### src/rtl/operand_fetch.sv
// Operand fetch stage: 32x32 register file read into a one-entry valid/ready output register.
// Define WB_BYPASS_EN to forward same-edge writeback data into the captured operands.
module operand_fetch #(
    parameter int DATA_W = 32
) (
    input  logic              clk,
    input  logic              rst_n,
    input  logic              in_valid,
    output logic              in_ready,
    input  logic [DATA_W-1:0] instr,
    input  logic              wb_en,
    input  logic [4:0]        wb_addr,
    input  logic [DATA_W-1:0] wb_data,
    output logic              out_valid,
    input  logic              out_ready,
    output logic [DATA_W-1:0] gr1,
    output logic [DATA_W-1:0] gr2,
    output logic [DATA_W-1:0] i_datain
);

    localparam logic STATE_EMPTY = 1'b0;
    localparam logic STATE_FULL  = 1'b1;

    logic              state_q, state_d;
    logic [DATA_W-1:0] regs_q [32];
    logic [DATA_W-1:0] regs_d [32];
    logic [DATA_W-1:0] gr1_q, gr1_d;
    logic [DATA_W-1:0] gr2_q, gr2_d;
    logic [DATA_W-1:0] instr_q, instr_d;
    logic [DATA_W-1:0] rs_val, rt_val;
    logic [4:0]        rs, rt;
    logic              accept, consume;

    assign rs        = instr[25:21];
    assign rt        = instr[20:16];
    assign out_valid = (state_q == STATE_FULL);
    assign in_ready  = !out_valid || out_ready;
    assign accept    = in_valid && in_ready;
    assign consume   = out_valid && out_ready;

    // NOTE: every always_comb output gets a default first so no path infers a latch.
    always_comb begin
        regs_d = regs_q;
        if (wb_en && (wb_addr != 5'd0)) begin
            regs_d[wb_addr] = wb_data;
        end
    end

    // Register 0 is never written, so it reads back its reset value of zero.
    always_comb begin
        rs_val = regs_q[rs];
        rt_val = regs_q[rt];
`ifdef WB_BYPASS_EN
        if (wb_en && (wb_addr != 5'd0) && (wb_addr == rs)) begin
            rs_val = wb_data;
        end
        if (wb_en && (wb_addr != 5'd0) && (wb_addr == rt)) begin
            rt_val = wb_data;
        end
`endif
    end

    always_comb begin
        state_d = state_q;
        gr1_d   = gr1_q;
        gr2_d   = gr2_q;
        instr_d = instr_q;
        if (accept) begin
            state_d = STATE_FULL;
            gr1_d   = rs_val;
            gr2_d   = rt_val;
            instr_d = instr;
        end else if (consume) begin
            state_d = STATE_EMPTY;
        end
    end

    // NOTE: the register file is cleared by the async reset too, so it is built from flops rather than RAM.
    always_ff @(posedge clk or negedge rst_n) begin
        if (!rst_n) begin
            state_q <= STATE_EMPTY;
            gr1_q   <= '0;
            gr2_q   <= '0;
            instr_q <= '0;
            for (int i = 0; i < 32; i++) begin
                regs_q[i] <= '0;
            end
        end else begin
            state_q <= state_d;
            gr1_q   <= gr1_d;
            gr2_q   <= gr2_d;
            instr_q <= instr_d;
            regs_q  <= regs_d;
        end
    end

    assign gr1      = gr1_q;
    assign gr2      = gr2_q;
    assign i_datain = instr_q;

endmodule

### config.mk
export PLATFORM = sky130hd
export DESIGN_NAME = operand_fetch
export DESIGN_NICKNAME = d
export VERILOG_FILES = /design/src/rtl/operand_fetch.sv
export SDC_FILE = /design/constraint.sdc
export NUM_CORES = 2
export LEC_CHECK = 0
export ABC_CLOCK_PERIOD_IN_PS = 2100
export CAP_MARGIN = 40
export CORE_MARGIN = 2
export CORE_UTILIZATION = 60
export DETAILED_ROUTE_END_ITERATION = 12
export PLACE_DENSITY = 0.82
export SYNTH_ARGS = -nofsm -noshare
export SYNTH_HDL_FRONTEND = slang
export SYNTH_SLANG_ARGS = --single-unit
### constraint.sdc
create_clock -name clk -period 2.1 [get_ports clk]
set_input_delay 0.42 -clock clk [delete_from_list [all_inputs] [get_ports clk]]
set_output_delay 0.42 -clock clk [all_outputs]
set_load 0.05 [all_outputs]
==> results.json <==
{
  "area_growth_pct": 19.0,
  "power_switching_share_pct": 29.0,
  "nets": 4525,
  "cts-htree-levels": 3,
  "synthTopCellsByArea": "dfrtp_1 48%, mux2_2 22%, mux4_2 15%",
  "fin_worst_skew_ns": 0.0315,
  "power-per-cell-area_mw_per_mm2": 919,
  "r2r_slack_ns": 0.003,
  "fmax_mhz": 477,
  "worstPathArrival_ns": 2.66,
  "drc_errors": 0,
  "synth_top_area_cell": "dfrtp_1",
  "seqPwrFrac_pct": 45.9,
  "top_usage_layer": "met2",
  "worst_slack_ns": 0.00343,
  "io_pins": 172,
  "crit_path_end_kind": "flip-flop",
  "grt_pass1_vias": 42900,
  "fill_cells": 5868,
  "placed_cells": 5600,
  "maxSlewViolCount": 0,
  "grt_first_pass_wirelength_um": 275000,
  "crit_type": "reg -> reg",
  "cp.depth": 6,
  "peakVddDrop_mv": 0.823,
  "path_cells": "mux4_2, mux2i_1, nor2_1, a2111oi_1, buf_4, nor3_1",
  "cp.required_ns": 2.67,
  "grt_antenna_before_repair": 4,
  "final_cells": 5807,
  "seq_area_mm2": 0.0281,
  "crit_path_max_incr_delay_ns": 0.62,
  "clk_latency_ns": 0.72,
  "gp_congestion": 0.902,
  "finalSetupViolations": 0,
  "pwr-share-comb_pct": 22.3,
  "timing.rr.start": "regs_q[272]$_DFFE_PN0P_",
  "die_h_um": 315,
  "core_mm2": 0.0953,
  "drt_iter0_drc": 5057,
  "clkPwrFrac_pct": 31.8,
  "rows": 113,
  "crit_buf_inv": 1,
  "io_buffers": 171,
  "period_minus_slack_ns": 2.10,
  "tightest_slew_ns": 0.724,
  "slew_headroom_pct": 51.6,
  "hold_viol": 0,
  "via_per_inst": 7.16,
  "cts_tree": "done",
  "clock_sink_count": 1121,
  "multi_input_area_mm2": 0.0280,
  "hpwl_um": 121000,
  "postRouteAntennaNets": 0,
  "synth_seq_cells": 1121,
  "hold_path.class": "in -> async",
  "p_sw_mw": 18.4,
  "finalCritPeriodShare_pct": 99.8,
  "synthCells": 4076,
  "wl_per_cell_um": 31.8,
  "cts_buffer_depth": 3,
  "status": "finished clean",
  "leakage_nw": 30.7,
  "globalRouteMet1Util_pct": 51.0,
  "yosysTopAreaCellShare_pct": 48.4,
  "post-route-util_pct": 72.3,
  "cap_viol_max_count": 0,
  "worstRegToRegCells": 6,
  "setup_tns_ns": 0,
  "path_clk_slew_ns": 0.06,
  "worst_path_max_delay_cell": "a2111oi_1",
  "grt_util_met3_pct": 11.5,
  "avgSynthCellArea_um2": 14.2,
  "syn_nets": 4150,
  "track_usage_pct": 37.6,
  "use_met2_pct": 56.0,
  "globalRouteOverflowTotal": 0,
  "cts_made_buffers": 113,
  "seq_area_frac_synth_pct": 48.4,
  "ys_types": 29,
  "fp.dieW_um": 315,
  "final_layout_size_suffix_gt1_share_pct": 51.3,
  "synth_area_mm2": 0.0579,
  "r2r-end": "gr2[16]$_DFFE_PN0P_",
  "initial_core_util_pct": 60.8,
  "path_delay_family": "compound AO/OA/AOI/OAI gates",
  "finalPower_mw": 63.3,
  "dp_slack_ns": -0.613,
  "grt_max_degree": 87,
  "startpoint_type": "flip-flop",
  "path_max_fanout": 3,
  "endpoint": "gr2[16]$_DFFE_PN0P_",
  "ys_warn_count": 0,
  "cts-root-buf": "clkbuf_16",
  "first_pass_iters": 7,
  "power.internal_mw": 44.9,
  "setup.worst_path.start": "regs_q[272]$_DFFE_PN0P_",
  "die_area_mm2": 0.0990,
  "vias": 41600,
  "drt_wl_total_um": 185000
}
placed cells by master (no fill, tap or decap), types with 4 or more instances in the layout:
cell and count:
a311oi_1 10, a211oi_1 84, a22oi_1 10, clkdlybuf4s50_1 64, clkbuf_1 25, nand2_2 21
clkbuf_16 116, buf_4 391, nand3b_1 4, o22ai_1 116, clkinv_2 29, nor3_1 109
dlygate4sd2_1 51, clkdlybuf4s15_1 6, buf_8 5, mux2_2 1154, buf_12 165, a2111oi_0 45
nand2b_2 4, a221oi_1 10, nor2b_1 16, clkdlybuf4s15_2 9, clkinvlp_4 7, mux4_2 374
nor2_1 189, a2111oi_1 8, mux2i_1 222, nor3b_1 4, clkbuf_8 19, nor2_4 16
dfrtp_1 1121, bufinv_16 6, nand2_1 108
worst min path at each step:
stage / cells past startpoint / endpoint / slack (ns)
global placement: 1 / regs_q[886]$_DFFE_PN0P_ / 0.36
global route: 2 / regs_q[504]$_DFFE_PN0P_ / 0.24
finish: 2 / regs_q[790]$_DFFE_PN0P_ / 0.23
floorplan: 0 / gr1[0]$_DFFE_PN0P_ / 0.12
detailed placement: 1 / regs_q[886]$_DFFE_PN0P_ / 0.35
CTS: 2 / regs_q[790]$_DFFE_PN0P_ / 0.21
final cells by class:
| class | instances | share of cell area, % |
|---|---|---|
| sequential | 1121 | 40.7 |
| tap | 1265 | 2.30 |
| clock inverter | 46 | 0.610 |
| antenna | 2 | 0.00726 |
| timing repair buffer | 695 | 11.0 |
| clock buffer | 158 | 4.69 |
| multi-input combinational | 2520 | 40.7 |
power groups by stage:
stage          Combinational, mW  Sequential [mW]  Clock, mW
2_1_floorplan               9.00             28.9          0
3_3_place_gp                13.5             28.8          0
3_5_place_dp                14.0             29.1          0
4_1_cts                     14.0             28.8       20.2
5_1_grt                     14.9             29.4       21.1
6_report                    14.1             29.1       20.2
worst register-to-register path: stages, from the launching register on:
cell       delay, ns
dfrtp_1         0.39
mux4_2          0.46
mux2i_1         0.15
nor2_1          0.08
a2111oi_1       0.62
buf_4           0.21
nor3_1          0.04
metrics by stage:
step	area [um2]	hold WS, ns
after floorplan	57900	0.124
after global placement	65300	0.361
after detailed placement	65300	0.354
after CTS	68900	0.212
after global routing	68900	0.245
final	68900	0.229
logic make-up (layout without fill, tap and decap cells):
| kind of cell | after synthesis | count (layout) | synth area share, % |
|---|---|---|---|
| flip-flops | 1121 | 1121 | 48.4 |
| AND/OR/NAND/NOR | 484 | 484 | 3.57 |
| other | 0 | 2 | 0 |
| multiplexers | 1750 | 1750 | 40.8 |
| buffers and inverters | 435 | 899 | 3.56 |
| AO/OA/AOI/OAI | 286 | 286 | 3.62 |
cells in the mapped netlist:
| library cell | number |
|---|---|
| mux2i_1 | 222 |
| o211ai_1 | 2 |
| or2_2 | 1 |
| nand3_1 | 4 |
| or3b_2 | 1 |
| buf_6 | 17 |
| clkbuf_1 | 206 |
| a22oi_1 | 10 |
| and2_1 | 1 |
| buf_2 | 117 |
| nor2_1 | 205 |
| buf_4 | 42 |
| a2111oi_0 | 54 |
| nor3_1 | 109 |
| nand3b_1 | 4 |
| mux2_2 | 1154 |
| o22ai_1 | 116 |
| and3_1 | 1 |
| buf_1 | 53 |
| nand2b_1 | 6 |
| dfrtp_1 | 1121 |
| nand2_1 | 129 |
| and3b_1 | 1 |
| a311oi_1 | 10 |
| a211oi_1 | 84 |
| mux4_2 | 374 |
| a221oi_1 | 10 |
| nor2b_1 | 18 |
| nor3b_1 | 4 |
routing by layer:
metal  vias to the layer above  part of all wire, %
li1                      16200                    -
met1                     21700                   38
met2                      2917                   45
met3                       703                   12
met4                         4                  5.3
met5                         -                0.015
repair_timing:
item | CTS | global route
resized for setup | 93 | 10
endpoints found under the hold margin | 229 | 0
buffers inserted | 0 | 0
setup endpoints to repair | 68 | 9
hold buffers | 1 | 0
state kept, by name, summed over array words and instances (netlist names):
register,count
regs_q,1024
gr1,32
i_datain,32
gr2,32
out_valid,1
(Power assumes the default switching activity.)
